[src/rtl/tmds_pkg.sv]
// TMDS shared definitions.
// Purpose: symbol width, the four control-token codes, and the receive
//          alignment FSM state encoding.
// Users:   the receive decoder (tmds_decoder, tmds_symbol_decode) and the
//          transmit encoder, which takes its token codes from here.
// Ports:   none (package).
package tmds_pkg;

  localparam int SYM_W = 10;

  // Control tokens as q[9:0]. The name suffix is the {C1,C0} value carried.
  localparam logic [SYM_W-1:0] TOKEN_00 = 10'b1101010100;
  localparam logic [SYM_W-1:0] TOKEN_01 = 10'b0010101011;
  localparam logic [SYM_W-1:0] TOKEN_10 = 10'b0101010100;
  localparam logic [SYM_W-1:0] TOKEN_11 = 10'b1010101011;

  localparam logic [3:0] OFFSET_MAX = 4'd9;

  typedef enum logic [0:0] {
    ST_SEARCH = 1'b0,
    ST_LOCKED = 1'b1
  } state_e;

  // True when q is one of the four control tokens.
  function automatic logic is_token(input logic [SYM_W-1:0] q);
    logic hit;
    case (q)
      TOKEN_00, TOKEN_01, TOKEN_10, TOKEN_11: hit = 1'b1;
      default:                                hit = 1'b0;
    endcase
    return hit;
  endfunction

  // Next bit offset, wrapping from 9 back to 0.
  function automatic logic [3:0] next_offset(input logic [3:0] off);
    logic [3:0] nxt;
    if (off >= OFFSET_MAX) begin
      nxt = 4'd0;
    end else begin
      nxt = off + 4'd1;
    end
    return nxt;
  endfunction

endpackage

[src/rtl/tmds_symbol_decode.sv]
// TMDS symbol decoder (combinational).
// Purpose: turns one aligned 10-bit TMDS symbol into either a control value
//          or an 8-bit data byte.
// Ports:   q       in  10  aligned symbol, q[0] earliest bit
//          data    out 8   decoded byte (0 for control tokens)
//          ctrl    out 2   {C1,C0} for control tokens (0 for data)
//          is_ctrl out 1   1 when q is a control token
module tmds_symbol_decode
  import tmds_pkg::*;
(
  input  logic [SYM_W-1:0] q,
  output logic [7:0]       data,
  output logic [1:0]       ctrl,
  output logic             is_ctrl
);

  logic [7:0] d_s;
  logic [6:0] x_s;

  // Undo the optional inversion, then the XOR/XNOR chain between neighbours.
  assign d_s = q[9] ? ~q[7:0] : q[7:0];
  assign x_s = d_s[7:1] ^ d_s[6:0];

  // Token lookup; anything that is not a token decodes as data.
  always_comb begin
    data    = 8'h00;
    ctrl    = 2'b00;
    is_ctrl = 1'b1;
    case (q)
      TOKEN_00: ctrl = 2'b00;
      TOKEN_01: ctrl = 2'b01;
      TOKEN_10: ctrl = 2'b10;
      TOKEN_11: ctrl = 2'b11;
      default: begin
        is_ctrl = 1'b0;
        data    = {(q[8] ? x_s : ~x_s), d_s[0]};
      end
    endcase
  end

endmodule

[src/rtl/tmds_decoder.sv]
// TMDS channel decoder with automatic word alignment.
// Purpose: selects a 10-bit symbol from the last two deserializer words at
//          the current bit offset, decodes it, and hunts for the offset at
//          which runs of control tokens appear during blanking.
// Ports:   clock     in  1   pixel clock
//          reset_n   in  1   asynchronous active-low reset
//          raw_in    in  10  deserializer word, bit 0 earliest
//          data_out  out 8   decoded byte, valid when de_out=1
//          ctrl_out  out 2   {C1,C0}, valid when de_out=0 and aligned=1
//          de_out    out 1   1 = data symbol
//          aligned   out 1   1 while locked
//          offset    out 4   current bit offset 0..9
// Latency: symbol selected in cycle t shows on the outputs in cycle t+2.
module tmds_decoder
  import tmds_pkg::*;
#(
  parameter int LOCK_COUNT   = 8,
  parameter int SEARCH_DWELL = 1024,
  parameter int TIMEOUT      = 2048
) (
  input  logic             clock,
  input  logic             reset_n,
  input  logic [SYM_W-1:0] raw_in,
  output logic [7:0]       data_out,
  output logic [1:0]       ctrl_out,
  output logic             de_out,
  output logic             aligned,
  output logic [3:0]       offset
);

  localparam int RUN_W   = (LOCK_COUNT   > 2) ? $clog2(LOCK_COUNT)   : 1;
  localparam int DWELL_W = (SEARCH_DWELL > 2) ? $clog2(SEARCH_DWELL) : 1;
  localparam int WD_W    = (TIMEOUT      > 2) ? $clog2(TIMEOUT)      : 1;

  // "Last" values: reaching LOCK_COUNT means seeing a token while already at
  // LOCK_COUNT-1, so the counters never need to hold the parameter itself.
  localparam logic [RUN_W-1:0]   RUN_LAST   = RUN_W'(LOCK_COUNT - 1);
  localparam logic [DWELL_W-1:0] DWELL_LAST = DWELL_W'(SEARCH_DWELL - 1);
  localparam logic [WD_W-1:0]    WD_LAST    = WD_W'(TIMEOUT - 1);

  logic [SYM_W-1:0]   prev_raw_r;
  logic [2*SYM_W-1:0] window_s;
  logic [SYM_W-1:0]   symbol_s;
  logic [SYM_W-1:0]   sym_r;
  logic               tok_r;

  logic [7:0] dec_data_s;
  logic [1:0] dec_ctrl_s;
  logic       dec_is_ctrl_s;

  state_e             state_r, state_next_s;
  logic [3:0]         offset_r, offset_next_s;
  logic [RUN_W-1:0]   run_r, run_next_s;
  logic [DWELL_W-1:0] dwell_r, dwell_next_s;
  logic [WD_W-1:0]    wd_r, wd_next_s;

  // Older word sits in the low half, so bit 0 of the window is the earliest.
  assign window_s = {raw_in, prev_raw_r};
  assign symbol_s = window_s[offset_r +: SYM_W];
  assign offset   = offset_r;

  // Previous deserializer word, forming the low half of the window.
  always_ff @(posedge clock or negedge reset_n) begin
    if (!reset_n) begin
      prev_raw_r <= 10'd0;
    end else begin
      prev_raw_r <= raw_in;
    end
  end

  // Stage 1: selected symbol and its token classification.
  always_ff @(posedge clock or negedge reset_n) begin
    if (!reset_n) begin
      sym_r <= 10'd0;
      tok_r <= 1'b0;
    end else begin
      sym_r <= symbol_s;
      tok_r <= is_token(symbol_s);
    end
  end

  tmds_symbol_decode u_symbol_decode (
    .q       (sym_r),
    .data    (dec_data_s),
    .ctrl    (dec_ctrl_s),
    .is_ctrl (dec_is_ctrl_s)
  );

  // Alignment FSM next-state and counter logic.
  always_comb begin
    state_next_s  = state_r;
    offset_next_s = offset_r;
    run_next_s    = run_r;
    dwell_next_s  = dwell_r;
    wd_next_s     = wd_r;
    case (state_r)
      ST_SEARCH: begin
        wd_next_s = '0;
        // Lock is tested first so a run finishing on the last dwell cycle
        // keeps the offset that produced it.
        if (tok_r && (run_r == RUN_LAST)) begin
          state_next_s = ST_LOCKED;
          run_next_s   = '0;
          dwell_next_s = '0;
        end else if (dwell_r == DWELL_LAST) begin
          offset_next_s = next_offset(offset_r);
          run_next_s    = '0;
          dwell_next_s  = '0;
        end else begin
          if (!tok_r) begin
            run_next_s = '0;
          end else if (run_r < RUN_LAST) begin
            run_next_s = run_r + RUN_W'(1);
          end else begin
            run_next_s = run_r;
          end
          dwell_next_s = dwell_r + DWELL_W'(1);
        end
      end
      ST_LOCKED: begin
        run_next_s   = '0;
        dwell_next_s = '0;
        if (tok_r) begin
          wd_next_s = '0;
        end else if (wd_r == WD_LAST) begin
          state_next_s  = ST_SEARCH;
          offset_next_s = next_offset(offset_r);
          wd_next_s     = '0;
        end else begin
          wd_next_s = wd_r + WD_W'(1);
        end
      end
      default: begin
        state_next_s  = ST_SEARCH;
        offset_next_s = 4'd0;
        run_next_s    = '0;
        dwell_next_s  = '0;
        wd_next_s     = '0;
      end
    endcase
  end

  // Alignment FSM state, offset and counter registers.
  always_ff @(posedge clock or negedge reset_n) begin
    if (!reset_n) begin
      state_r  <= ST_SEARCH;
      offset_r <= 4'd0;
      run_r    <= '0;
      dwell_r  <= '0;
      wd_r     <= '0;
    end else begin
      state_r  <= state_next_s;
      offset_r <= offset_next_s;
      run_r    <= run_next_s;
      dwell_r  <= dwell_next_s;
      wd_r     <= wd_next_s;
    end
  end

  // Stage 2: decoded outputs, gated by the state being entered so that
  // lock and loss of lock line up exactly with the aligned flag.
  always_ff @(posedge clock or negedge reset_n) begin
    if (!reset_n) begin
      data_out <= 8'h00;
      ctrl_out <= 2'b00;
      de_out   <= 1'b0;
      aligned  <= 1'b0;
    end else if (state_next_s == ST_LOCKED) begin
      data_out <= dec_data_s;
      ctrl_out <= dec_ctrl_s;
      de_out   <= ~dec_is_ctrl_s;
      aligned  <= 1'b1;
    end else begin
      data_out <= 8'h00;
      ctrl_out <= 2'b00;
      de_out   <= 1'b0;
      aligned  <= 1'b0;
    end
  end

endmodule

[config.mk]
export PLATFORM = sky130hd
export DESIGN_NAME = tmds_decoder
export DESIGN_NICKNAME = d
export VERILOG_FILES = /design/src/rtl/tmds_pkg.sv /design/src/rtl/tmds_symbol_decode.sv /design/src/rtl/tmds_decoder.sv
export SDC_FILE = /design/constraint.sdc
export NUM_CORES = 1
export LEC_CHECK = 0
export CAP_MARGIN = 20
export CORE_ASPECT_RATIO = 1.2
export CORE_MARGIN = 5
export CORE_UTILIZATION = 45
export DETAILED_ROUTE_END_ITERATION = 8
export PLACE_DENSITY_LB_ADDON = 0.2
export SYNTH_ARGS = -nofsm -noshare
export SYNTH_HDL_FRONTEND = slang
export SYNTH_HIERARCHICAL = 1
export SYNTH_SLANG_ARGS = --single-unit
[constraint.sdc]
create_clock -name clock -period 2.8 [get_ports clock]
set_clock_uncertainty 0.2 [all_clocks]
set_input_delay 0.84 -clock clock [delete_from_list [all_inputs] [get_ports clock]]
set_output_delay 0.84 -clock clock [all_outputs]
set_load 0.01 [all_outputs]
==> out/summary.txt, run 1 <==
Max Clk Rate = 0.3708 GHz
synth top area cells = dfrtp_1, ha_1, mux4_1, mux4_2, mux2i_1
CTS buffer count = 9
Post-synth ARST share = 100.0%
reg2reg path depth = 7
final antenna-violating net count = 0
Clock Tree Buf Depth = 2
end of the worst register-to-register path = tok_r
Worst Path Required = 2880 ps
Yosys reg bits = 61
clk slew on worst S/H paths = 70 ps
CP endpoint kind = register
type of origin of the critical path = primary input
vias per cell = 5.171
Syn Nets = 319
Post-synth EDFFs = 0
CP Cell Sequence = clkdlybuf4s50_1, mux4_1, mux2i_1, o22a_1, nand4_1, or4_1, nand2_1
Residual DRC = 0
Nets = 371
Hold Path Class = primary input to async pin
IR drop worst, VDD = 265.9 uV
post-synthesis cell type count = 44
Area after DPL = 0.003896 sq mm
total power = 0.001934 W
fin area = 0.004129 sq mm
Worst Tran Pin Value = 566.9 ps
Ys Warns = 6
GP Congestion = 0.8911
CTS tree = built
Port-buffer cells = 27
routed length per instance = 13.77 microns
initial core utilization = 46.41%
crit path max fanout = 2
most frequent cells in the layout = dfrtp_1, nor2_1, buf_4, clkdlybuf4s50_1, ha_1
vias in the first global route = 2239
clock net sink count = 61
Pleak = 1.900 nW
global-route wire length before repair = 10430 microns
RSZ-0062 raised after global routing = no
crit path DAT = 2780 ps
layout cells sized above 1 = 20.63%
fill count = 642
post-synth top area cell = dfrtp_1
chip height = 105.2 microns
final hold viol count = 0
Seq/Total Area, Yosys = 44.95%
via count = 2270
Final setup viols = 0
kind of critical path = primary input to register
largest net degree at the start of global routing = 62
Final Max Tran Viols = 0
worst r2r src = offset[3]
Total GRT Usage = 14.29%
Top delay family on crit path = multiplexers
Worst-Skew Late Latency = 340 ps
Slowest Stage Delay on Critical Path = 500 ps
Antenna Cells = 0
root buf cell = clkbuf_8
Max-cap violations = 0
synthesized area = 0.003396 sq mm
slowest CP cell = mux4_1
setup bufs post-CTS = 0
antenna violations before repair = 0
Post-Route WL = 6045 microns
core area = 0.007317 sq mm
period utilization = 96.32%
most common cell after layout, fill and taps aside = dfrtp_1
Crit path buffers/inverters = 1
CTS hold repair buffers = 0
Synth Flop Type = dfrtp_1
H-tree depth = 3
Layout Area Growth over Synthesis = 21.59%
outcome = completed
relative slew slack = 62.21%
I/O Pins = 28
R2R Setup Slk = 370 ps
die area = 0.009391 sq mm
Setup WS pre-CTS = -385.4 ps
final setup margin = 103.2 ps
overflow left after global routing = 0
syn avg cell area = 11.63 sq um
row cnt = 34
Tmin final = 2697 ps
post-synthesis cell count = 292
die width = 89.30 microns
Detail Placement HPWL = 4417 microns
Starting DRT DRC Count = 58
Pwr Density = 468.3 mW/mm^2
Pre-Repair DR Iteration Count = 4
Yosys top cell area share = 44.95%
per-layer routing:
| layer | global-route usage [%] | routed length [microns] | share of wire [%] |
|---|---|---|---|
| met3 | 3.780 | 292 | 4.8 |
| met2 | 22.71 | 2965 | 49 |
| met1 | 17.87 | 2634 | 44 |
| met4 | 6.702 | 153 | 2.5 |
| met5 | 0 | 0 | 0 |
synth_stat cells, types with 3 or more instances:
cell type and number:
dfrtp_1 61, nor2_1 30, ha_1 15, mux2i_1 15
inv_1 14, nand2_1 14, xor2_1 14, and2_1 10
xnor2_1 10, nand3_1 9, nand4_1 8, nor3_1 8
mux2_2 7, mux4_1 7, mux4_2 7, nand2b_1 6
o21ai_0 6, a21oi_1 5, clkbuf_1 5, and3_1 4
and4_1 4, buf_2 4, buf_6 3, xnor2_2 3
final cells by class:
type                    instances  area, sq um  area share (%)
clock inverters                 6        86.33           2.091
inverters                      15        56.30           1.364
well taps                      90        112.6           2.727
clock buffers                  10        137.6           3.333
repair buffers                 54        489.2           11.85
flip-flops and latches         61         1530           37.06
multi-input cells             203         1717           41.58
cell families (layout without fill, tap and decap cells):
family	Yosys count	count (layout)	synth area share [%]
compound gates	21	21	3.943
xor+xnor	27	27	7.627
fa+ha+maj	15	15	5.527
buf+inv	28	85	4.385
flops	61	61	44.95
mux	37	37	17.24
simple gates	103	103	16.32
registers in the layout, summed over array words and instances, names as in the netlist:
register and cells:
aligned 1, offset 4, dwell_r 10, sym_r 10, tok_r 1, prev_raw_r 10, de_out 1, run_r 3
wd_r 11, data_out 8, ctrl_out 2
power breakdown:
| group | internal [W] | switching (W) | total [W] |
|---|---|---|---|
| registers | 0.000896 | 0.0000149 | 0.000911 |
| clock network | 0.000523 | 0.000354 | 0.000878 |
| logic | 0.0000802 | 0.0000652 | 0.000145 |
| total | 0.00150 | 0.000434 | 0.00193 |
how the worst max path moves through the flow:
stage,from,end,slack (ps),depth (start not counted)
final,raw_in[9],tok_r,100,7
after detailed placement,raw_in[4],tok_r,-390,7
after global placement,raw_in[4],tok_r,-360,7
after CTS,raw_in[3],tok_r,1,7
after floorplan,raw_in[7],tok_r,200,6
after global routing,raw_in[9],tok_r,20,7
per-stage QoR:
step                      cells  TNS [ps]  utilization, %  hold slack [ps]
final                       439         0           56.43            289.4
after global routing        439         0           56.43            294.8
after CTS                   439         0           56.28            287.8
after detailed placement    423    -793.4           53.25            303.0
after global placement      423    -758.2           53.25            290.9
after floorplan             292         0               -            266.7
what timing repair did:
item                                    CTS  global route
pin swaps                                 0             1
endpoints found under the setup margin    2             1
gates resized for setup                   4             9
Power figures use the tool's default switching activity.
==> run 2: changes to the inputs <==
--- a/config.mk
+++ b/config.mk
@@ -9,6 +9,7 @@
 export CORE_ASPECT_RATIO = 1.2
 export CORE_MARGIN = 5
 export CORE_UTILIZATION = 45
+export CTS_CLUSTER_SIZE = 10
 export DETAILED_ROUTE_END_ITERATION = 8
 export PLACE_DENSITY_LB_ADDON = 0.2
 export SYNTH_ARGS = -nofsm -noshare
==> results of run 2 <==
No change in the layout: final DEF, timing and power equal those of run 1.
